File: src/rtl/alu_pkg.sv
// Shared types and sizing helpers for the digit-serial add/sub datapath.
package alu_pkg;

  localparam int WIDTH_DEF = 16;
  localparam int CHUNK_DEF = 4;

  typedef enum logic [1:0] {
    IDLE = 2'd0,
    RUN  = 2'd1,
    DONE = 2'd2
  } state_t;

  // Number of chunk cycles per operation.
  function automatic int calc_n(input int width, input int chunk);
    return width / chunk;
  endfunction

  // Chunk counter width, never narrower than one bit.
  function automatic int cnt_width(input int n);
    return (n <= 1) ? 1 : $clog2(n);
  endfunction

endpackage

File: src/rtl/add_sub_serial_if.sv
// Operand/result bundle for add_sub_serial.
// Handshake: a transfer happens on a rising edge where valid and ready are both
// high; the sender holds valid and its payload stable until that edge.
interface add_sub_serial_if #(
  parameter int WIDTH = 16
);
  logic             in_valid;
  logic             in_ready;
  logic [WIDTH-1:0] a;
  logic [WIDTH-1:0] b;
  logic             sub;
  logic             cin;
  logic             out_valid;
  logic             out_ready;
  logic [WIDTH-1:0] s;
  logic             cout;
  logic             ovf;
  logic             zero;
  logic             neg;

  modport master (
    output in_valid, a, b, sub, cin, out_ready,
    input  in_ready, out_valid, s, cout, ovf, zero, neg
  );

  modport slave (
    input  in_valid, a, b, sub, cin, out_ready,
    output in_ready, out_valid, s, cout, ovf, zero, neg
  );
endinterface

File: src/rtl/add_sub_serial_slice.sv
// Combinational CHUNK-bit ripple adder; also reports the carry into its MSB
// so the top can derive signed overflow on the final chunk.
module add_sub_slice #(
  parameter int CHUNK = 4
) (
  input  logic [CHUNK-1:0] a,
  input  logic [CHUNK-1:0] b,
  input  logic             cin,
  output logic [CHUNK-1:0] sum,
  output logic             cout,
  output logic             c_msb
);
  logic c;

  always_comb begin
    sum   = '0;
    c     = cin;
    c_msb = cin;
    for (int i = 0; i < CHUNK; i++) begin
      if (i == CHUNK - 1) c_msb = c;
      sum[i] = a[i] ^ b[i] ^ c;
      c      = (a[i] & b[i]) | (a[i] & c) | (b[i] & c);
    end
    cout = c;
  end
endmodule

File: src/rtl/add_sub_serial.sv
// Digit-serial adder/subtractor: CHUNK bits per clock, WIDTH/CHUNK cycles per
// operation, one shared slice adder, valid/ready on both sides.
module add_sub_serial
  import alu_pkg::*;
#(
  parameter int WIDTH = WIDTH_DEF,
  parameter int CHUNK = CHUNK_DEF
) (
  input  logic                 clk,
  input  logic                 rst,
  add_sub_serial_if.slave      bus,
  output state_t               state_dbg
);
  localparam int N  = calc_n(WIDTH, CHUNK);
  localparam int CW = cnt_width(N);
  localparam logic [CW-1:0] LAST = CW'(N - 1);

  if ((CHUNK < 1) || (CHUNK > WIDTH) || ((WIDTH % CHUNK) != 0)) begin : g_bad_params
    $error("add_sub_serial: WIDTH must be a positive multiple of CHUNK");
  end

  state_t state_q, state_d;

  logic [WIDTH-1:0] a_q, b_q, s_q;
  logic [CW-1:0]    cnt_q;
  logic             carry_q, zacc_q, cout_q, ovf_q, zero_q;

  logic [CHUNK-1:0] a_chunk, b_chunk, sum_chunk;
  logic             c_out, c_msb;
  int               idx;

  always_ff @(posedge clk) begin
    if (rst) state_q <= IDLE;
    else     state_q <= state_d;
  end

  always_comb begin
    state_d       = state_q;
    bus.in_ready  = 1'b0;
    bus.out_valid = 1'b0;
    case (state_q)
      IDLE: begin
        bus.in_ready = 1'b1;
        if (bus.in_valid) state_d = RUN;
      end
      RUN: begin
        if (cnt_q == LAST) state_d = DONE;
      end
      DONE: begin
        bus.out_valid = 1'b1;
        if (bus.out_ready) state_d = IDLE;
      end
      default: state_d = IDLE;
    endcase
  end

  assign idx     = int'(cnt_q) * CHUNK;
  assign a_chunk = a_q[idx +: CHUNK];
  assign b_chunk = b_q[idx +: CHUNK];

  add_sub_slice #(.CHUNK(CHUNK)) u_slice (
    .a     (a_chunk),
    .b     (b_chunk),
    .cin   (carry_q),
    .sum   (sum_chunk),
    .cout  (c_out),
    .c_msb (c_msb)
  );

  // Subtraction runs as a + ~b + ~borrow, so the slice only ever adds.
  always_ff @(posedge clk) begin
    if (rst) begin
      a_q     <= '0;
      b_q     <= '0;
      s_q     <= '0;
      cnt_q   <= '0;
      carry_q <= 1'b0;
      zacc_q  <= 1'b0;
      cout_q  <= 1'b0;
      ovf_q   <= 1'b0;
      zero_q  <= 1'b0;
    end else begin
      case (state_q)
        IDLE: begin
          if (bus.in_valid) begin
            a_q     <= bus.a;
            b_q     <= bus.sub ? ~bus.b : bus.b;
            carry_q <= bus.cin ^ bus.sub;
            zacc_q  <= 1'b1;
            cnt_q   <= '0;
          end
        end
        RUN: begin
          s_q[idx +: CHUNK] <= sum_chunk;
          carry_q           <= c_out;
          zacc_q            <= zacc_q & (sum_chunk == '0);
          if (cnt_q == LAST) begin
            cout_q <= c_out;
            ovf_q  <= c_msb ^ c_out;
            zero_q <= zacc_q & (sum_chunk == '0);
          end else begin
            cnt_q <= cnt_q + CW'(1);
          end
        end
        DONE: begin
          if (bus.out_ready) cnt_q <= '0;
        end
        default: ;
      endcase
    end
  end

  assign bus.s     = s_q;
  assign bus.cout  = cout_q;
  assign bus.ovf   = ovf_q;
  assign bus.zero  = zero_q;
  assign bus.neg   = s_q[WIDTH-1];
  assign state_dbg = state_q;
endmodule

File: src/flat_wrapper.sv
// flat-port wrapper written by rule: the top's interface ports become plain ports
module add_sub_serial_flat import alu_pkg::*;
#(
  parameter int WIDTH = WIDTH_DEF,
  parameter int CHUNK = CHUNK_DEF
)
  (clk, rst, state_dbg, bus_in_valid, bus_a, bus_b, bus_sub, bus_cin, bus_out_ready, bus_in_ready, bus_out_valid, bus_s, bus_cout, bus_ovf, bus_zero, bus_neg);
  add_sub_serial_if #(.WIDTH(WIDTH)) bus_i ();
  input  logic clk;
  input  logic rst;
  output state_t state_dbg;
  input wire logic [$bits(bus_i.in_valid)-1:0] bus_in_valid;
  input wire logic [$bits(bus_i.a)-1:0] bus_a;
  input wire logic [$bits(bus_i.b)-1:0] bus_b;
  input wire logic [$bits(bus_i.sub)-1:0] bus_sub;
  input wire logic [$bits(bus_i.cin)-1:0] bus_cin;
  input wire logic [$bits(bus_i.out_ready)-1:0] bus_out_ready;
  output wire logic [$bits(bus_i.in_ready)-1:0] bus_in_ready;
  output wire logic [$bits(bus_i.out_valid)-1:0] bus_out_valid;
  output wire logic [$bits(bus_i.s)-1:0] bus_s;
  output wire logic [$bits(bus_i.cout)-1:0] bus_cout;
  output wire logic [$bits(bus_i.ovf)-1:0] bus_ovf;
  output wire logic [$bits(bus_i.zero)-1:0] bus_zero;
  output wire logic [$bits(bus_i.neg)-1:0] bus_neg;
  assign bus_i.in_valid = bus_in_valid;
  assign bus_i.a = bus_a;
  assign bus_i.b = bus_b;
  assign bus_i.sub = bus_sub;
  assign bus_i.cin = bus_cin;
  assign bus_i.out_ready = bus_out_ready;
  assign bus_in_ready = bus_i.in_ready;
  assign bus_out_valid = bus_i.out_valid;
  assign bus_s = bus_i.s;
  assign bus_cout = bus_i.cout;
  assign bus_ovf = bus_i.ovf;
  assign bus_zero = bus_i.zero;
  assign bus_neg = bus_i.neg;
  add_sub_serial #(.WIDTH(WIDTH), .CHUNK(CHUNK)) u_core (.clk(clk), .rst(rst), .bus(bus_i), .state_dbg(state_dbg));
endmodule
File: config.mk
export PLATFORM = sky130hd
export DESIGN_NAME = add_sub_serial_flat
export DESIGN_NICKNAME = d
export VERILOG_FILES = /design/src/rtl/alu_pkg.sv /design/src/rtl/add_sub_serial_if.sv /design/src/rtl/add_sub_serial_slice.sv /design/src/rtl/add_sub_serial.sv /design/src/flat_wrapper.sv
export SDC_FILE = /design/constraint.sdc
export NUM_CORES = 1
export LEC_CHECK = 0
export ABC_AREA = 1
export CORE_ASPECT_RATIO = 0.7
export CORE_UTILIZATION = 46
export CTS_BUF_LIST = sky130_fd_sc_hd__clkbuf_8 sky130_fd_sc_hd__clkbuf_16
export DETAILED_ROUTE_END_ITERATION = 10
export GPL_ROUTABILITY_DRIVEN = 0
export PLACE_DENSITY = 0.76
export SYNTH_ARGS = -nofsm -noshare
export SYNTH_HDL_FRONTEND = slang
export SYNTH_HIERARCHICAL = 1
export SYNTH_SLANG_ARGS = --single-unit
File: constraint.sdc
create_clock -name clk -period 2.6 [get_ports clk]
set_input_delay 0.78 -clock clk [delete_from_list [all_inputs] [get_ports clk]]
set_output_delay 0.78 -clock clk [all_outputs]
set_load 0.03 [all_outputs]
==> results.json <==
{
  "dieWidth_microns": 96.2,
  "drt-initial-drc-count": 118,
  "syn-instance-count": 389,
  "drt_pass1_iterations": 4,
  "ant_nets": 0,
  "fp-row-count": 23,
  "reg2reg_depth": 16,
  "slew_headroom_pct": 62.6,
  "met1_length_microns": 3080,
  "syn_area_per_cell_sq_um": 7.35,
  "status": "finished clean",
  "p_leak_nw": 1.55,
  "synth-simple-area-share_pct": 26.4,
  "hpwl_microns": 4900,
  "vias": 2660,
  "peakVddDrop_mv": 0.252,
  "grt_usage_pct": 22.1,
  "drive_gt1_share_pct": 13.3,
  "cts_made_buffers": 9,
  "finalMaxSlewViolations": 0,
  "synth_compound_area_share_pct": 14.2,
  "layout.nets": 502,
  "coreArea_sq_um": 5870,
  "min_period_over_period_pct": 99.7,
  "die_y_microns": 68.0,
  "grt_max_degree": 36,
  "post-place-ws_ns": -0.0577,
  "synthAdderAreaFrac_pct": 4.99,
  "clk_pin_slew_ns": 0.07,
  "start_util_pct": 48.7,
  "wire_per_inst_microns": 12.3,
  "yosysTopAreaCell": "dfxtp_1",
  "grt_pass1_vias": 2395,
  "cts_sinks": 57,
  "layout_min_cycle_time_ns": 2.59,
  "worst_clock_skew_ns": 0.00770,
  "synth_area_leaders": "dfxtp_1 (40%), nand2_1 (12%), nor2_1 (8.7%), a21oi_1 (6.3%), o21ai_0 (5.8%)",
  "yosysSeqAreaShare_pct": 39.9,
  "ys_warn_count": 6,
  "powerDensity_nw_per_um2": 648,
  "synthMuxAreaShare_pct": 0,
  "drv_cap": 0,
  "area_delta_synth_final_pct": 33.3,
  "antenna_found_initial": 0,
  "hold_path_depth": 2,
  "routed_wl_microns": 6560,
  "htree_levels": 3,
  "routed.top_layer": "met4",
  "crit_arrival_ns": 2.82,
  "portBuffers": 61,
  "critPathMaxFanout": 7,
  "finalCoreUtilization_pct": 64.9,
  "synthXorXnorAreaFrac_pct": 5.21,
  "yosysUniqueCellTypes": 27,
  "hold_ws_ns": 0.463,
  "setup_violations": 0,
  "met3_length_microns": 433,
  "synth_top_family_by_area": "simple AND/OR/NAND/NOR gates",
  "fmax_ghz": 0.386,
  "start_kind": "flop",
  "rsz0062_at_grt": "yes",
  "worstSetupPathType": "reg -> reg",
  "dr_wl_met2_microns": 2980,
  "timing.rr.end": "u_core/zacc_q$_SDFFE_PP0P_",
  "viasPerCell": 4.97,
  "min-delay-start": "u_core/bus.s[9]$_SDFFE_PP0P_",
  "endpoint_kind": "flop",
  "min_to": "u_core/bus.s[9]$_SDFFE_PP0P_",
  "hold_violations": 0,
  "cts_root_buf": "clkbuf_8",
  "clock_path_buffers": 2,
  "drc": 0,
  "fp.dieArea_sq_um": 6540,
  "fin_ws_ns": 0.00741,
  "critical_path_required_ns": 2.83,
  "hold_class": "reg -> reg",
  "fill_cells": 511,
  "worstMarginPinSlew_ns": 0.560,
  "cts_tree": "yes",
  "antenna_cells": 0,
  "yosys.area.top_type_share_pct": 39.9,
  "grt_pass1_wl_microns": 10700,
  "synth_area_sq_um": 2860,
  "ios": 62,
  "layout_commonest_cell": "nand2_1",
  "reg2reg_from": "u_core/cnt_q[0]$_SDFFE_PP0P_",
  "mostFrequentLayoutCells": "nand2_1 (88), nor2_1 (65), clkdlybuf4s50_1 (61)",
  "clkLatencyLatePin_ns": 0.34,
  "synth_nets": 436,
  "overflow": 0,
  "synth-seq-cells": 57,
  "worst-r2r-setup-slack_ns": 0.007
}
[layer usage]
| layer | vias to the layer above | global-route usage (%) |
|---|---|---|
| met3 | 7 | 7.33 |
| met4 | 0 | 8.02 |
| met5 | - | 0 |
| li1 | 1369 | - |
| met2 | 74 | 35.0 |
| met1 | 1210 | 28.1 |
[registers in the layout, indices dropped and copies added (netlist names)]
name              cells
u_core/state_dbg      2
u_core/bus.s         16
u_core/cnt_q          2
u_core/carry_q        1
u_core/bus.ovf        1
u_core/bus.zero       1
u_core/zacc_q         1
u_core/b_q           16
u_core/bus.cout       1
u_core/a_q           16
[cell usage after synthesis]
master,count
fa_1,4
o21ai_1,2
nand2_4,1
nor2_4,1
buf_2,4
inv_4,1
buf_4,4
clkbuf_1,7
xor2_1,17
dfxtp_1,57
o22ai_1,8
nor2_8,1
a21oi_1,36
nor2_2,1
inv_2,2
nand3_4,3
buf_6,6
nand3_1,2
nand2_2,3
ha_1,5
inv_1,28
nand2_1,88
nor2_1,66
nor3_1,3
clkinv_1,1
o21ai_0,33
nand4_1,5
[how the worst max path moves through the flow]
stage / depth (start not counted) / from / end
after floorplan: 17 / u_core/cnt_q[0]$_SDFFE_PP0P_ / u_core/zacc_q$_SDFFE_PP0P_
after global placement: 16 / u_core/cnt_q[0]$_SDFFE_PP0P_ / u_core/zacc_q$_SDFFE_PP0P_
after detailed placement: 16 / u_core/cnt_q[0]$_SDFFE_PP0P_ / u_core/zacc_q$_SDFFE_PP0P_
after CTS: 16 / u_core/cnt_q[0]$_SDFFE_PP0P_ / u_core/zacc_q$_SDFFE_PP0P_
after global routing: 16 / u_core/cnt_q[0]$_SDFFE_PP0P_ / u_core/zacc_q$_SDFFE_PP0P_
final: 16 / u_core/cnt_q[0]$_SDFFE_PP0P_ / u_core/zacc_q$_SDFFE_PP0P_
[cell families (layout without fill, tap and decap cells)]
kind of cell / count (synthesis) / after routing
buf+inv: 53 / 124
simple gates: 174 / 174
fa+ha+maj: 9 / 9
compound gates: 79 / 79
flops: 57 / 57
xor+xnor: 17 / 17
[critical path, stage by stage, from the launching register on]
cell and delay, ns:
dfxtp_4 0.40, inv_6 0.06, o21ai_2 0.11, o22ai_1 0.07, inv_1 0.09, fa_2 0.20
inv_2 0.04, fa_2 0.33, fa_2 0.35, inv_2 0.06, fa_1 0.41, inv_2 0.08
inv_2 0.04, nand4_1 0.09, nand2_1 0.07, inv_1 0.05, nor2_1 0.03
[area by class of cell]
class / count / area, sq um / share of cell area [%]
multi-input combinational: 279 / 1480 / 38.7
sequential: 57 / 1150 / 30.1
timing repair buffer: 76 / 723 / 19.0
clock buffer: 10 / 138 / 3.61
inverter: 32 / 129 / 3.38
clock inverter: 6 / 106 / 2.79
tap: 75 / 93.8 / 2.46
[metrics by stage]
stage               total power, mW  instances  setup TNS, ns  instance area [sq um]
floorplan                      1.31        389        -0.0603                   2900
global placement               1.44        518              0                   3530
detailed placement             1.46        518         -0.191                   3530
CTS                            2.46        534              0                   3780
global route                   2.60        535         -0.771                   3810
finish                         2.47        535              0                   3810
[power by group]
part	switching (mW)	internal (mW)	leakage, nW	total, mW
clock	0.347	0.657	0.124	1.00
sequential	0.0364	0.924	0.467	0.960
combinational	0.287	0.220	0.960	0.507
[timing repair]
item / in CTS / in global routing
gates cloned: 0 / 0
gates resized for setup: 5 / 12
endpoints found under the hold margin: 0 / 0
pin swaps: 5 / 3
hold buffers: 0 / 0
endpoints found under the setup margin: 5 / 10
setup buffers: 0 / 1
No activity file was read; power rests on OpenSTA's default activity.
